File: config.mk
export PLATFORM = sky130hd
export DESIGN_NAME = display_pixel_packer
export DESIGN_NICKNAME = d
export VERILOG_FILES = /design/src/rtl/display_pkg.sv /design/src/rtl/display_beat_fifo2.sv /design/src/rtl/display_pixel_packer.sv
export SDC_FILE = /design/constraint.sdc
export NUM_CORES = 1
export LEC_CHECK = 0
export BUFFER_PORTS_ARGS = -buffer_cell sky130_fd_sc_hd__buf_4
export CAP_MARGIN = 25
export CORE_MARGIN = 4
export CORE_UTILIZATION = 58
export CTS_BUF_LIST = sky130_fd_sc_hd__clkbuf_4
export DETAILED_ROUTE_END_ITERATION = 8
export MAX_ROUTING_LAYER = met4
export PLACE_DENSITY = 0.82
export SYNTH_ARGS = -nofsm -noshare
export SYNTH_HDL_FRONTEND = slang
export SYNTH_SLANG_ARGS = --single-unit
export TNS_END_PERCENT = 20
File: constraint.sdc
create_clock -name lvds_slowclk -period 4 [get_ports lvds_slowclk]
set_input_delay 0.6 -clock lvds_slowclk [delete_from_list [all_inputs] [get_ports lvds_slowclk]]
set_output_delay 0.6 -clock lvds_slowclk [all_outputs]
set_load 0.01 [all_outputs]
File: src/rtl/display_pkg.sv
// Shared widths, beat field layout and FSM state type for the display pixel packer.
package display_pkg;

  localparam int PIX_W  = 24;
  localparam int BEAT_W = 64;

  localparam int P0_LSB = 0;
  localparam int P1_LSB = 32;
  localparam int R_OFF  = 0;
  localparam int G_OFF  = 8;
  localparam int B_OFF  = 16;

  localparam logic [7:0] KEEP_ALL = 8'hFF;

  typedef enum logic [1:0] {
    SEEK_SOF  = 2'd0,
    PACK_EVEN = 2'd1,
    PACK_ODD  = 2'd2
  } pack_state_t;

  // First pixel lands in the low half, second in the high half; bytes 3 and 7 stay zero.
  function automatic logic [BEAT_W-1:0] pack_beat(input logic [PIX_W-1:0] first,
                                                  input logic [PIX_W-1:0] second);
    logic [BEAT_W-1:0] beat;
    beat = '0;
    beat[P0_LSB+R_OFF +: 8] = first[R_OFF +: 8];
    beat[P0_LSB+G_OFF +: 8] = first[G_OFF +: 8];
    beat[P0_LSB+B_OFF +: 8] = first[B_OFF +: 8];
    beat[P1_LSB+R_OFF +: 8] = second[R_OFF +: 8];
    beat[P1_LSB+G_OFF +: 8] = second[G_OFF +: 8];
    beat[P1_LSB+B_OFF +: 8] = second[B_OFF +: 8];
    return beat;
  endfunction

endpackage

File: src/rtl/display_beat_fifo2.sv
// Two-entry register FIFO for packed display beats; slot0 is always the head.
module display_beat_fifo2
  import display_pkg::*;
(
  input  logic              clk,
  input  logic              rst,
  input  logic              wr_valid,
  input  logic [BEAT_W-1:0] wr_data,
  output logic              rd_valid,
  output logic [BEAT_W-1:0] rd_data,
  input  logic              rd_ready,
  output logic [1:0]        count
);

  logic [BEAT_W-1:0] slot0;
  logic [BEAT_W-1:0] slot1;
  logic              rd_fire;
  logic              wr_fire;

  assign rd_valid = (count != 2'd0);
  assign rd_data  = rd_valid ? slot0 : '0;
  assign rd_fire  = rd_valid & rd_ready;
  // A write at full occupancy is only taken when the same cycle frees the head.
  assign wr_fire  = wr_valid & ((count != 2'd2) | rd_fire);

  always_ff @(posedge clk) begin
    if (rst) begin
      count <= 2'd0;
      slot0 <= '0;
      slot1 <= '0;
    end else begin
      case ({wr_fire, rd_fire})
        2'b10: begin
          if (count == 2'd0) slot0 <= wr_data;
          else               slot1 <= wr_data;
          count <= count + 2'd1;
        end
        2'b01: begin
          slot0 <= slot1;
          count <= count - 2'd1;
        end
        2'b11: begin
          if (count == 2'd1) begin
            slot0 <= wr_data;
          end else begin
            slot0 <= slot1;
            slot1 <= wr_data;
          end
        end
        default: ;
      endcase
    end
  end

endmodule

File: src/rtl/display_pixel_packer.sv
// Packs an RGB888 pixel stream into two-pixel display beats, checking line/frame geometry.
// state     | meaning
// SEEK_SOF  | discarding pixels until one carries user (start of frame)
// PACK_EVEN | next pixel opens a pair (or must be SOF right after a frame ends)
// PACK_ODD  | hold register valid; next pixel completes the pair
module display_pixel_packer
  import display_pkg::*;
#(
  parameter int LINE_PIXELS = 640,
  parameter int FRAME_LINES = 480
) (
  input  logic              lvds_slowclk,
  input  logic              rst,
  input  logic [PIX_W-1:0]  s_pix_data,
  input  logic              s_pix_valid,
  input  logic              s_pix_user,
  input  logic              s_pix_last,
  output logic              s_pix_ready,
  output logic [BEAT_W-1:0] display_dma_rdata,
  output logic              display_dma_rvalid,
  output logic [7:0]        display_dma_rkeep,
  input  logic              display_dma_rready,
  output logic              frame_sync_err,
  output logic              line_len_err,
  output logic [31:0]       debug_frame_count,
  output logic [31:0]       debug_drop_count
);

  localparam int X_W = (LINE_PIXELS > 1) ? $clog2(LINE_PIXELS) : 1;
  localparam int Y_W = (FRAME_LINES > 1) ? $clog2(FRAME_LINES) : 1;
  localparam logic [X_W-1:0] X_LAST = X_W'(LINE_PIXELS - 1);
  localparam logic [Y_W-1:0] Y_LAST = Y_W'(FRAME_LINES - 1);

  pack_state_t       state;
  pack_state_t       state_nxt;
  logic [X_W-1:0]    x;
  logic [Y_W-1:0]    y;
  logic [PIX_W-1:0]  hold;
  logic              at_sof;
  logic [1:0]        fifo_count;

  logic              acc;
  logic              x_end;
  logic              eol;
  logic              sof_take;
  logic              miss_sof;
  logic              pix_even;
  logic              pix_odd;
  logic              line_end;
  logic              drop;
  logic              sync_bad;
  logic              beat_wr;
  logic [BEAT_W-1:0] beat_data;

  assign s_pix_ready = ~rst & ((state == SEEK_SOF) | (fifo_count != 2'd2));
  assign acc      = s_pix_valid & s_pix_ready;
  assign x_end    = (x == X_LAST);
  assign eol      = s_pix_last | x_end;
  assign sof_take = acc & s_pix_user;
  assign miss_sof = acc & ~s_pix_user & (state == PACK_EVEN) & at_sof;
  assign pix_even = acc & ~s_pix_user & (state == PACK_EVEN) & ~at_sof;
  assign pix_odd  = acc & ~s_pix_user & (state == PACK_ODD);
  assign line_end = (pix_even | pix_odd) & eol;
  assign drop     = (acc & ~s_pix_user & (state == SEEK_SOF)) | miss_sof;
  // SOF is only legal from SEEK_SOF or directly after a completed frame.
  assign sync_bad = miss_sof |
                    (sof_take & ((state == PACK_ODD) | ((state == PACK_EVEN) & ~at_sof)));

  always_ff @(posedge lvds_slowclk) begin
    if (rst) state <= SEEK_SOF;
    else     state <= state_nxt;
  end

  always_comb begin
    state_nxt = state;
    case (state)
      SEEK_SOF: begin
        if (sof_take) state_nxt = PACK_ODD;
      end
      PACK_EVEN: begin
        if (sof_take || (pix_even && !eol)) state_nxt = PACK_ODD;
        else if (miss_sof)                  state_nxt = SEEK_SOF;
      end
      PACK_ODD: begin
        if (pix_odd) state_nxt = PACK_EVEN;
      end
      default: state_nxt = SEEK_SOF;
    endcase
  end

  always_comb begin
    beat_wr   = 1'b0;
    beat_data = '0;
    if (sof_take && (state == PACK_ODD)) begin
      beat_wr   = 1'b1;
      beat_data = pack_beat(hold, '0);
    end else if (pix_odd) begin
      beat_wr   = 1'b1;
      beat_data = pack_beat(hold, s_pix_data);
    end else if (pix_even && eol) begin
      beat_wr   = 1'b1;
      beat_data = pack_beat(s_pix_data, '0);
    end
  end

  always_ff @(posedge lvds_slowclk) begin
    if (rst) begin
      x                 <= '0;
      y                 <= '0;
      hold              <= '0;
      at_sof            <= 1'b0;
      frame_sync_err    <= 1'b0;
      line_len_err      <= 1'b0;
      debug_frame_count <= '0;
      debug_drop_count  <= '0;
    end else begin
      if (sof_take) begin
        hold   <= s_pix_data;
        x      <= X_W'(1);
        y      <= '0;
        at_sof <= 1'b0;
      end else if (line_end) begin
        x <= '0;
        if (y == Y_LAST) begin
          y                 <= '0;
          at_sof            <= 1'b1;
          debug_frame_count <= debug_frame_count + 32'd1;
        end else begin
          y <= y + Y_W'(1);
        end
      end else if (pix_even | pix_odd) begin
        x <= x + X_W'(1);
        if (pix_even) hold <= s_pix_data;
      end else if (miss_sof) begin
        at_sof <= 1'b0;
      end
      if (drop)     debug_drop_count <= debug_drop_count + 32'd1;
      if (sync_bad) frame_sync_err   <= 1'b1;
      if (line_end && (s_pix_last != x_end)) line_len_err <= 1'b1;
    end
  end

  display_beat_fifo2 u_fifo (
    .clk      (lvds_slowclk),
    .rst      (rst),
    .wr_valid (beat_wr),
    .wr_data  (beat_data),
    .rd_valid (display_dma_rvalid),
    .rd_data  (display_dma_rdata),
    .rd_ready (display_dma_rready),
    .count    (fifo_count)
  );

  assign display_dma_rkeep = display_dma_rvalid ? KEEP_ALL : 8'h00;

endmodule

==> run_results.csv, run 1 <==
group,metric,value,unit
power_and_ir_drop,power_density,463,nW/um2
setup_path,cp_data_required_time,4560,ps
setup_path,slowest_stage,"o21a_1",
clock_tree,clk_pin_slew,70,ps
outcome,status,"completed",
timing,max_freq,297,MHz
timing,slew_headroom,0.275,
logic_synthesis,muxShareOfSynthArea,0.00219,
timing,grt_setup_unrepaired,"false",
setup_path,crit_type,"flip-flop to flip-flop",
clock_tree,cts_resized,0,
logic_synthesis,synth-warning-count,0,
power_and_ir_drop,finalPower,5.36,mW
flow_run,drv_cap,0,
logic_synthesis,post-synth-top-count-cell,"dfxtp_1",
grt,grt_max_degree,110,
placed_design,gp_congestion,0.881,
logic_synthesis,synth_top_area_cell,"dfxtp_1",
grt,grt_pass1_wl,41600,um
final_layout,nets,1310,
power_and_ir_drop,ir_worst_vdd,0.338,mV
final_layout,drive_gt1_frac,0.215,
setup_path,cp_data_arrival_time,3930,ps
logic_synthesis,synth_edf_count,0,
floorplan,rows,47,
clock_tree,ctsHtreeMaxLevel,2,
worst_hold_path,min-delay-path-class,"primary input to flip-flop",
logic_synthesis,yosys_most_used_dff,"dfxtp_1",
floorplan,initial_core_util,0.590,
setup_path,crit_family,"simple AND/OR/NAND/NOR gates",
floorplan,design.core.area,16500,um2
timing,maxSlewViolCount,0,
setup_path,critical_path.max_stage_delay,900,ps
logic_synthesis,yosys-top-cells-area,"dfxtp_1 (43%), nor2_1 (6.7%), a221oi_1 (6.7%)",
grt,track_usage,0.274,
routing,finalWirelength,25500,um
timing,finalSetupViolCount,0,
logic_synthesis,syn_avg_cell_area,8.56,um2
routing,vias,9063,
clock_tree,cts_root_buf,"clkbuf_4",
clock_tree,cts_tree,"yes",
timing,post-route-min-period,3370,ps
logic_synthesis,yosysTopAreaCellShare,0.433,
logic_synthesis,synth-adder-area-share,0.0142,
logic_synthesis,synth-compound-area-share,0.180,
logic_synthesis,synth_top_family_by_area,"simple AND/OR/NAND/NOR gates",
routing,ant_nets,0,
timing,setup-tns-final,0,ps
routing,first_pass_iters,6,
grt,antenna_found_initial,1,
logic_synthesis,synth-simple-area-share,0.252,
timing,hold_violations,0,
logic_synthesis,synthDistinctLibCells,58,
timing,worst_slew_pin_slew,1090,ps
setup_path,crit_path_end_kind,"flip-flop",
grt,grt_overflow,0,
logic_synthesis,syn_area,9710,um2
placed_design,io_buffers,153,
clock_tree,cts_setup_buffers,0,
clock_tree,cts.hold.buffers_added,0,
clock_tree,clock-sinks,210,
floorplan,dieWidth,137,um
floorplan,die_area,18900,um2
logic_synthesis,synthTopCellsByCount,"dfxtp_1 (210), nor2_1 (173), nand2_1 (86)",
power_and_ir_drop,p_leak,4.31,nW
clock_tree,clock_path_buffers,3,
logic_synthesis,synth-seq-area-share,0.433,
timing,timing.final.crit_share,0.843,
logic_synthesis,async_reset_ff_frac,0,
final_layout,syn_to_final_growth,19.3,%
routing,drc,0,
timing,skew,47.0,ps
clock_tree,clock_latency,690,ps
routing,wl_per_cell,16.7,um
routing,drt-vias-per-instance,5.93,
floorplan,ioPinCount,170,
setup_path,cp-start-kind,"flip-flop",
clock_tree,cts_buffers,54,
setup_path,worstPathCellList,"inv_1, ha_1, or4b_4, nor3_4, nor2_1, inv_1, ha_1, o21a_1, nor2_1, nor3_1",
routing,drtIter0Drc,902,
logic_synthesis,ys_ff_latch,210,
placed_design,post-dp-hpwl,16000,um
floorplan,die_h,137,um
logic_synthesis,yosys.area_share.xor_xnor,0.0577,
logic_synthesis,synthCells,1135,
grt,grt_pass1_vias,8575,
setup_path,worst-path-buf-inv,2,
setup_path,cp_max_fo,24,
-- registers in the layout, summed over array words and instances (netlist names) --
register / flops
x: 10
y: 9
debug_drop_count: 32
hold: 24
state: 2
u_fifo.count: 2
u_fifo.slot0: 48
at_sof: 1
line_len_err: 1
frame_sync_err: 1
debug_frame_count: 32
u_fifo.slot1: 48
-- cell usage in the layout (no fill, tap or decap), types with 2 or more instances in the layout --
cell type	Yosys	layout
o21ai_0	13	11
or2_2	3	3
clkbuf_4	0	79
nand3b_1	3	3
o31ai_1	6	6
and4_1	14	14
o21ai_4	0	2
o21a_1	2	2
a31o_2	2	2
and3_1	11	11
nor3_1	44	42
a222oi_1	24	24
nand3_1	23	23
and2_1	4	4
nor3_2	1	2
nor2_1	173	172
clkinv_1	0	10
nor4_1	12	12
nand4_1	29	29
a31oi_1	2	2
xnor2_1	32	32
ha_1	11	10
nand2b_1	5	5
buf_4	24	172
a211oi_1	3	3
dfxtp_1	210	210
a22oi_1	49	49
a2111oi_0	2	2
a221oi_1	74	74
xor2_1	32	32
nand2_1	86	86
clkinv_4	0	3
clkinv_2	0	2
nor2b_1	56	56
a21oi_1	47	46
or3_1	6	6
conb_1	1	16
or4_1	8	8
a2111o_1	2	2
inv_1	15	15
-- final timing paths --
kind,start,slack [ps],end,cells past startpoint
worst max-delay path,u_fifo.count[0]$_SDFFE_PP0P_,630,u_fifo.slot1[19]$_SDFFE_PP0P_,10
worst min-delay path,s_pix_data[11],190,hold[11]$_SDFFE_PP0P_,3
worst max register to register,u_fifo.count[0]$_SDFFE_PP0P_,630,u_fifo.slot1[19]$_SDFFE_PP0P_,10
worst min register to register,hold[10]$_SDFFE_PP0P_,470,hold[10]$_SDFFE_PP0P_,2
-- layout make-up --
cell class	instances	area, um2
Fill cell	1347	4880
Timing Repair Buffer	175	1350
Inverter	15	56.3
Clock buffer	79	593
Tap cell	220	275
Clock inverter	15	73.8
Multi-Input combinational cell	813	5030
Sequential cell	210	4200
Antenna cell	1	2.50
-- metrics by stage --
stage | area, um2 | hold slack (ps) | cells | util | setup WS [ps]
floorplan | 9770 | 444 | 1150 | - | 444
global placement | 10900 | 449 | 1432 | 0.661 | 776
detailed placement | 10900 | 461 | 1432 | 0.661 | 652
CTS | 11600 | 145 | 1526 | 0.702 | 649
global route | 11600 | 148 | 1528 | 0.703 | 331
finish | 11600 | 191 | 1528 | 0.703 | 630
-- metal layers --
metal	vias to the layer above	routed length (um)	track usage
met2	363	12300	0.439
met4	0	593	0.0998
met5	-	0	-
li1	4375	-	-
met3	53	1960	0.0471
met1	4272	10700	0.348
-- worst min-delay path, cell delays in order --
cell and delay [ps]:
buf_4 130, nand2_1 50, a21oi_1 50
-- kinds of logic after synthesis --
family          Yosys count
compound gates          230
xor+xnor                 64
fa+ha+maj                11
buf+inv                 127
flops                   210
mux                       2
other cells               1
simple gates            490
-- power by group --
part | internal, mW | leakage (nW) | total (mW) | switching [mW]
Combinational | 0.473 | 2.21 | 1.17 | 0.697
Sequential | 2.29 | 1.70 | 2.40 | 0.109
Clock | 0.908 | 0.399 | 1.78 | 0.876
Total | 3.68 | 4.31 | 5.36 | 1.68
Note: power is estimated with default switching activity, not from simulation.
==> inputs of run 2 (changes only) <==
Settings changed: CORE_UTILIZATION 58 to 53, PLACE_DENSITY 0.82 to 0.79.
Clock period 4 ns to 3 ns, I/O delays scaled along.
==> run 2 against run 1 <==
- sequential share of layout area decreased by 0.52 points
- largest cell class unchanged
- combinational power is 39% higher
- core utilization is 4.9 points lower
- non-clock buffer count grew 9
- worst setup slack worse by 450 ps
- sequential cell count unchanged
- via count increased by 0.84%
- clock power rose by 35%
- hold slack worse by 110 ps
==> run_results.csv, run 2 (synthesis gave the netlist of run 1 again) <==
group,metric,value,unit
outcome,status,"completed",
clock_tree,cts_root_buf,"clkbuf_4",
clock_tree,cts_buffers,54,
routing,drc,0,
setup_path,worstPathCellList,"inv_2, ha_4, or4b_4, nor3_4, nor2_1, inv_1, ha_4, a21oi_2, nor3_2, buf_12, a22oi_1, a221oi_1",
timing,hold_violations,0,
final_layout,drive_gt1_frac,0.227,
power_and_ir_drop,p_leak,4.35,nW
power_and_ir_drop,power_density,616,nW/um2
worst_hold_path,min-delay-path-class,"primary input to flip-flop",
power_and_ir_drop,ir_worst_vdd,0.374,mV
final_layout,final_cell_mix,"dfxtp_1 (209), buf_4 (177), nor2_1 (172), nand2_1 (86)",
timing,maxSlewViolCount,0,
timing,worst_slew_pin_slew,953,ps
final_layout,nets,1319,
setup_path,cp-start-kind,"flip-flop",
timing,slew_headroom,0.364,
routing,drtIter0Drc,768,
setup_path,critical_path.max_stage_delay,530,ps
final_layout,syn_to_final_growth,21.1,%
timing,timing.final.crit_share,0.941,
setup_path,crit_type,"flip-flop to flip-flop",
timing,grt_setup_unrepaired,"true",
routing,vias,9139,
setup_path,r2r_end,"u_fifo.slot0[39]$_SDFFE_PP0P_",
routing,drt-vias-per-instance,5.94,
routing,first_pass_iters,6,
grt,antenna_found_initial,0,
floorplan,die_h,143,um
grt,grt_pass1_wl,42100,um
timing,skew,39.1,ps
floorplan,dieWidth,143,um
clock_tree,cts_tree,"yes",
placed_design,io_buffers,153,
clock_tree,clock_path_buffers,3,
clock_tree,ctsHtreeMaxLevel,2,
placed_design,gp_congestion,0.840,
setup_path,cp_data_required_time,3540,ps
setup_path,slowest_stage,"or4b_4",
grt,grt_max_degree,93,
clock_tree,cts.hold.buffers_added,0,
routing,wl_per_cell,16.8,um
grt,track_usage,0.250,
timing,post-route-min-period,2820,ps
final_layout,reg_top3,"u_fifo.slot0 x48, u_fifo.slot1 x48",
setup_path,worst-path-buf-inv,3,
setup_path,cp_max_fo,24,
setup_path,crit_path_end_kind,"flip-flop",
setup_path,worst_path_most_repeated_cell,"ha_4",
clock_tree,clock_latency,650,ps
timing,finalSetupViolCount,0,
worst_hold_path,hold_depth,3,
worst_hold_path,whs_endpoint,"hold[5]$_SDFFE_PP0P_",
timing,max_freq,354,MHz
floorplan,die_area,20600,um2
setup_path,reg2reg_from,"u_fifo.count[0]$_SDFFE_PP0P_",
placed_design,post-dp-hpwl,16300,um
setup_path,rr_worst_depth,12,
clock_tree,clock-sinks,210,
floorplan,ioPinCount,170,
floorplan,rows,49,
flow_run,drv_cap,0,
floorplan,initial_core_util,0.541,
floorplan,design.core.area,18000,um2
routing,finalWirelength,25900,um
clock_tree,clk_pin_slew,80,ps
setup_path,cp_data_arrival_time,3360,ps
final_layout,utilization,0.654,
final_layout,antenna_cells,0,
placed_design,place_ws,84.3,ps
grt,grt_overflow,0,
final_layout,final_common_cell,"dfxtp_1",
grt,grt_pass1_vias,8539,
timing,holdWs,84.6,ps
worst_hold_path,hold_start,"s_pix_data[5]",
routing,ant_nets,0,
setup_path,reg2reg_slack,180,ps
timing,setup_ws,178,ps
setup_path,crit_family,"simple AND/OR/NAND/NOR gates",
==> run 2: timing repair <==
item / 4_1_cts / 5_1_grt
gates resized for setup: 0 / 10
setup endpoints to repair: 0 / 66
buffers inserted: 0 / 0
==> run 2: per-layer routing <==
layer  share of wire  GRT usage
met5               0          -
met4           0.013     0.0743
met3           0.086     0.0536
met2            0.48      0.395
met1            0.42      0.324
==> run 2: worst max path at each step <==
stage / depth (start not counted) / endpoint / slack (ps) / from
5_1_grt: 14 / u_fifo.slot0[40]$_SDFFE_PP0P_ / -10 / x[0]$_SDFFE_PP0P_
2_1_floorplan: 16 / u_fifo.slot0[35]$_SDFFE_PP0P_ / 6 / x[0]$_SDFFE_PP0P_
6_report: 12 / u_fifo.slot0[39]$_SDFFE_PP0P_ / 180 / u_fifo.count[0]$_SDFFE_PP0P_
3_3_place_gp: 11 / u_fifo.slot1[51]$_SDFFE_PP0P_ / 230 / rst
4_1_cts: 12 / u_fifo.slot1[51]$_SDFFE_PP0P_ / 60 / u_fifo.count[0]$_SDFFE_PP0P_
3_5_place_dp: 12 / u_fifo.slot1[51]$_SDFFE_PP0P_ / 80 / u_fifo.count[0]$_SDFFE_PP0P_
==> run 2: area by class of cell <==
cell class                 count  area [um2]
fill                        1501        6210
multi-input combinational    813        5090
sequential                   210        4210
timing repair buffer         184        1460
clock buffer                  73         548
tap                          229         287
clock inverter                15         111
inverter                      15        56.3
==> run 2: power by group <==
group | total [mW] | switching, mW | internal (mW)
registers | 3.21 | 0.145 | 3.06
logic | 1.63 | 0.968 | 0.662
clock network | 2.40 | 1.11 | 1.29
==> run 2: stage by stage <==
step | TNS, ps | cells | power [mW] | instance area [um2]
3_5_place_dp | 0 | 1451 | 4.87 | 11100
6_report | 0 | 1539 | 7.24 | 11800
5_1_grt | -19.2 | 1539 | 7.64 | 11800
2_1_floorplan | 0 | 1150 | 4.37 | 9860
3_3_place_gp | 0 | 1451 | 4.82 | 11100
4_1_cts | 0 | 1539 | 7.27 | 11700
==> run 2: worst min-delay path, stage by stage <==
cell and delay, ps:
buf_4 130, nand2_1 60, a21oi_1 60
==> inputs of run 3 (changes only) <==
Settings changed: ABC_AREA set to 1, CORE_UTILIZATION 53 to 54.
==> run 3 against run 2 <==
- die area rose by 12%
- first-iteration DRC count rose by 30%
- sequential share of layout area fell by 4.1 points
- worst setup slack improved by 83 ps
- non-clock buffer count rose by 2
- global-route usage rose by 2.0 points
- hold slack got worse by 34 ps
- critical path depth rose by 3
- final area rose by 13%
==> run_results.csv, run 3 <==
group,metric,value,unit
routing,drtIter0Drc,997,
clock_tree,cts_buffers,57,
setup_path,reg2reg_slack,260,ps
outcome,status,"completed",
routing,first_pass_iters,5,
floorplan,rows,52,
setup_path,worst_path_most_repeated_cell,"nand2_1",
power_and_ir_drop,ir_worst_vdd,0.353,mV
routing,wl_per_cell,13.9,um
timing,maxSlewViolCount,0,
logic_synthesis,syn_area,11200,um2
setup_path,crit_type,"flip-flop to flip-flop",
routing,finalWirelength,31200,um
placed_design,io_buffers,153,
floorplan,die_h,152,um
logic_synthesis,synth_edf_count,0,
logic_synthesis,post-synth-top-count-cell,"nand2_1",
final_layout,nets,1963,
placed_design,gp_congestion,1.00,
routing,drt-vias-per-instance,5.15,
setup_path,rr_worst_depth,15,
grt,track_usage,0.270,
timing,setup_ws,261,ps
logic_synthesis,syn_avg_cell_area,6.32,um2
logic_synthesis,yosys_most_used_dff,"dfxtp_1",
floorplan,dieWidth,152,um
logic_synthesis,synth_top_area_cell,"dfxtp_1",
placed_design,post-dp-hpwl,21300,um
setup_path,cp-start-kind,"flip-flop",
flow_run,drv_cap,0,
logic_synthesis,yosys-top-cells-area,"dfxtp_1 (38%), nand2_1 (17%), nor2_1 (11%)",
routing,drc,0,
worst_hold_path,hold_depth,3,
setup_path,cp_data_required_time,3560,ps
timing,setup-tns-final,0,ps
final_layout,utilization,0.653,
timing,skew,40.3,ps
setup_path,cp_max_fo,24,
grt,grt_pass1_wl,52100,um
floorplan,initial_core_util,0.551,
grt,antenna_found_initial,1,
timing,slew_headroom,0.350,
logic_synthesis,synthDistinctLibCells,36,
power_and_ir_drop,power_density,598,nW/um2
logic_synthesis,synth-warning-count,0,
logic_synthesis,synthTopCellsByCount,"nand2_1 (493), nor2_1 (331), dfxtp_1 (210)",
setup_path,cp_data_arrival_time,3300,ps
clock_tree,cts_setup_buffers,0,
routing,vias,11500,
timing,finalSetupViolCount,0,
timing,timing.final.crit_share,0.913,
logic_synthesis,yosysTopAreaCellShare,0.376,
timing,hold_violations,0,
grt,grt_overflow,0,
clock_tree,cts_tree,"yes",
timing,worst_slew_pin_slew,974,ps
clock_tree,clock-sinks,210,
final_layout,reg_top3,"u_fifo.slot0 x48, u_fifo.slot1 x48",
grt,grt_max_degree,98,
setup_path,crit_path_end_kind,"flip-flop",
clock_tree,cts_root_buf,"clkbuf_4",
placed_design,place_ws,284,ps
clock_tree,clk_pin_slew,70,ps
setup_path,slowest_stage,"clkinvlp_4",
logic_synthesis,synth-seq-area-share,0.376,
timing,post-route-min-period,2740,ps
timing,max_freq,365,MHz
final_layout,drive_gt1_frac,0.147,
logic_synthesis,async_reset_ff_frac,0,
final_layout,syn_to_final_growth,18.5,%
routing,ant_nets,0,
final_layout,final_cell_mix,"nand2_1 (493), nor2_1 (330), dfxtp_1 (210), buf_4 (173), inv_1 (159)",
worst_hold_path,min-delay-path-class,"primary input to flip-flop",
setup_path,crit_cells,15,
floorplan,ioPinCount,170,
logic_synthesis,ys_ff_latch,210,
logic_synthesis,synthCells,1770,
clock_tree,ctsHtreeMaxLevel,2,
power_and_ir_drop,p_leak,6.14,nW
floorplan,die_area,23100,um2
timing,grt_setup_unrepaired,"false",
final_layout,final_common_cell,"nand2_1",
grt,grt_pass1_vias,10600,
setup_path,crit_family,"adder cells",
timing,holdWs,50.8,ps
setup_path,worst-path-buf-inv,4,
setup_path,worstPathCellList,"ha_1, nand4_1, inv_1, nand3_1, ha_2, inv_2, nand2_1, nand2_2, ha_1, nand2_1, nand2_1, nor2_4, clkinvlp_4, o21ai_0, inv_1",
floorplan,design.core.area,20300,um2
clock_tree,clock_latency,680,ps
clock_tree,clock_path_buffers,3,
setup_path,critical_path.max_stage_delay,410,ps
run 3: changes by cell type in the layout (fill, tap and decap cells not counted), sizes merged, moves of 59 or more:
cell	previous run	this run
nand2	86	498
nor2	173	336
inv	17	164
o21ai	13	116
a221oi	74	0
nand3	24	95
a21oi	47	106
run 3: repair_timing:
action                                  4_1_cts  5_1_grt
endpoints found under the setup margin        0       29
gates resized for setup                       0        9
endpoints found under the hold margin         7        3
hold buffers                                  7        3
run 3: logic make-up after synthesis:
| logic type | Yosys count | share of synthesized area |
|---|---|---|
| simple gates | 993 | 0.361 |
| buf+inv | 273 | 0.104 |
| compound gates | 228 | 0.104 |
| flops | 210 | 0.376 |
| xor+xnor | 54 | 0.0423 |
| fa+ha+maj | 11 | 0.0123 |
| other cells | 1 | 0.000335 |
run 3: routing by layer:
metal  routed length (um)  GRT usage
met1                13800      0.358
met3                 2230     0.0529
met4                  645     0.0766
met2                14500      0.423
met5                    0          -
run 3: worst paths after layout:
kind                                  start                           end
setup / recovery          x[0]$_SDFFE_PP0P_  u_fifo.slot1[3]$_SDFFE_PP0P_
hold / removal               s_pix_data[19]         hold[19]$_SDFFE_PP0P_
setup reg to reg          x[0]$_SDFFE_PP0P_  u_fifo.slot1[3]$_SDFFE_PP0P_
hold reg to reg   line_len_err$_SDFFE_PP0P_     line_len_err$_SDFFE_PP0P_
run 3: worst register-to-register path: stages (launching register included):
cell and delay [ps]:
dfxtp_1 330, ha_1 240, nand4_1 120, inv_1 60, nand3_1 80, ha_2 260
inv_2 50, nand2_1 70, nand2_2 100, ha_1 230, nand2_1 90, nand2_1 90
nor2_4 160, clkinvlp_4 410, o21ai_0 290, inv_1 60
run 3: cell type report:
type                       count  area [um2]
antenna                        1        2.50
clock buffer                  85         638
clock inverter                18        97.6
fill                        1926        7040
inverter                     165         623
multi-input combinational   1302        5900
sequential                   210        4200
tap                          270         338
timing repair buffer         186        1460
run 3: per-stage QoR:
step,power (mW),cells,cell area [um2]
2_1_floorplan,4.79,1785,11200
3_3_place_gp,5.34,2123,12400
5_1_grt,8.45,2237,13300
6_report,7.92,2237,13300
3_5_place_dp,5.39,2123,12400
4_1_cts,7.98,2233,13200
run 3: report_power, final:
part	switching, mW	total (mW)	internal (mW)
clock	1.20	2.58	1.38
sequential	0.117	3.25	3.13
combinational	1.34	2.10	0.758
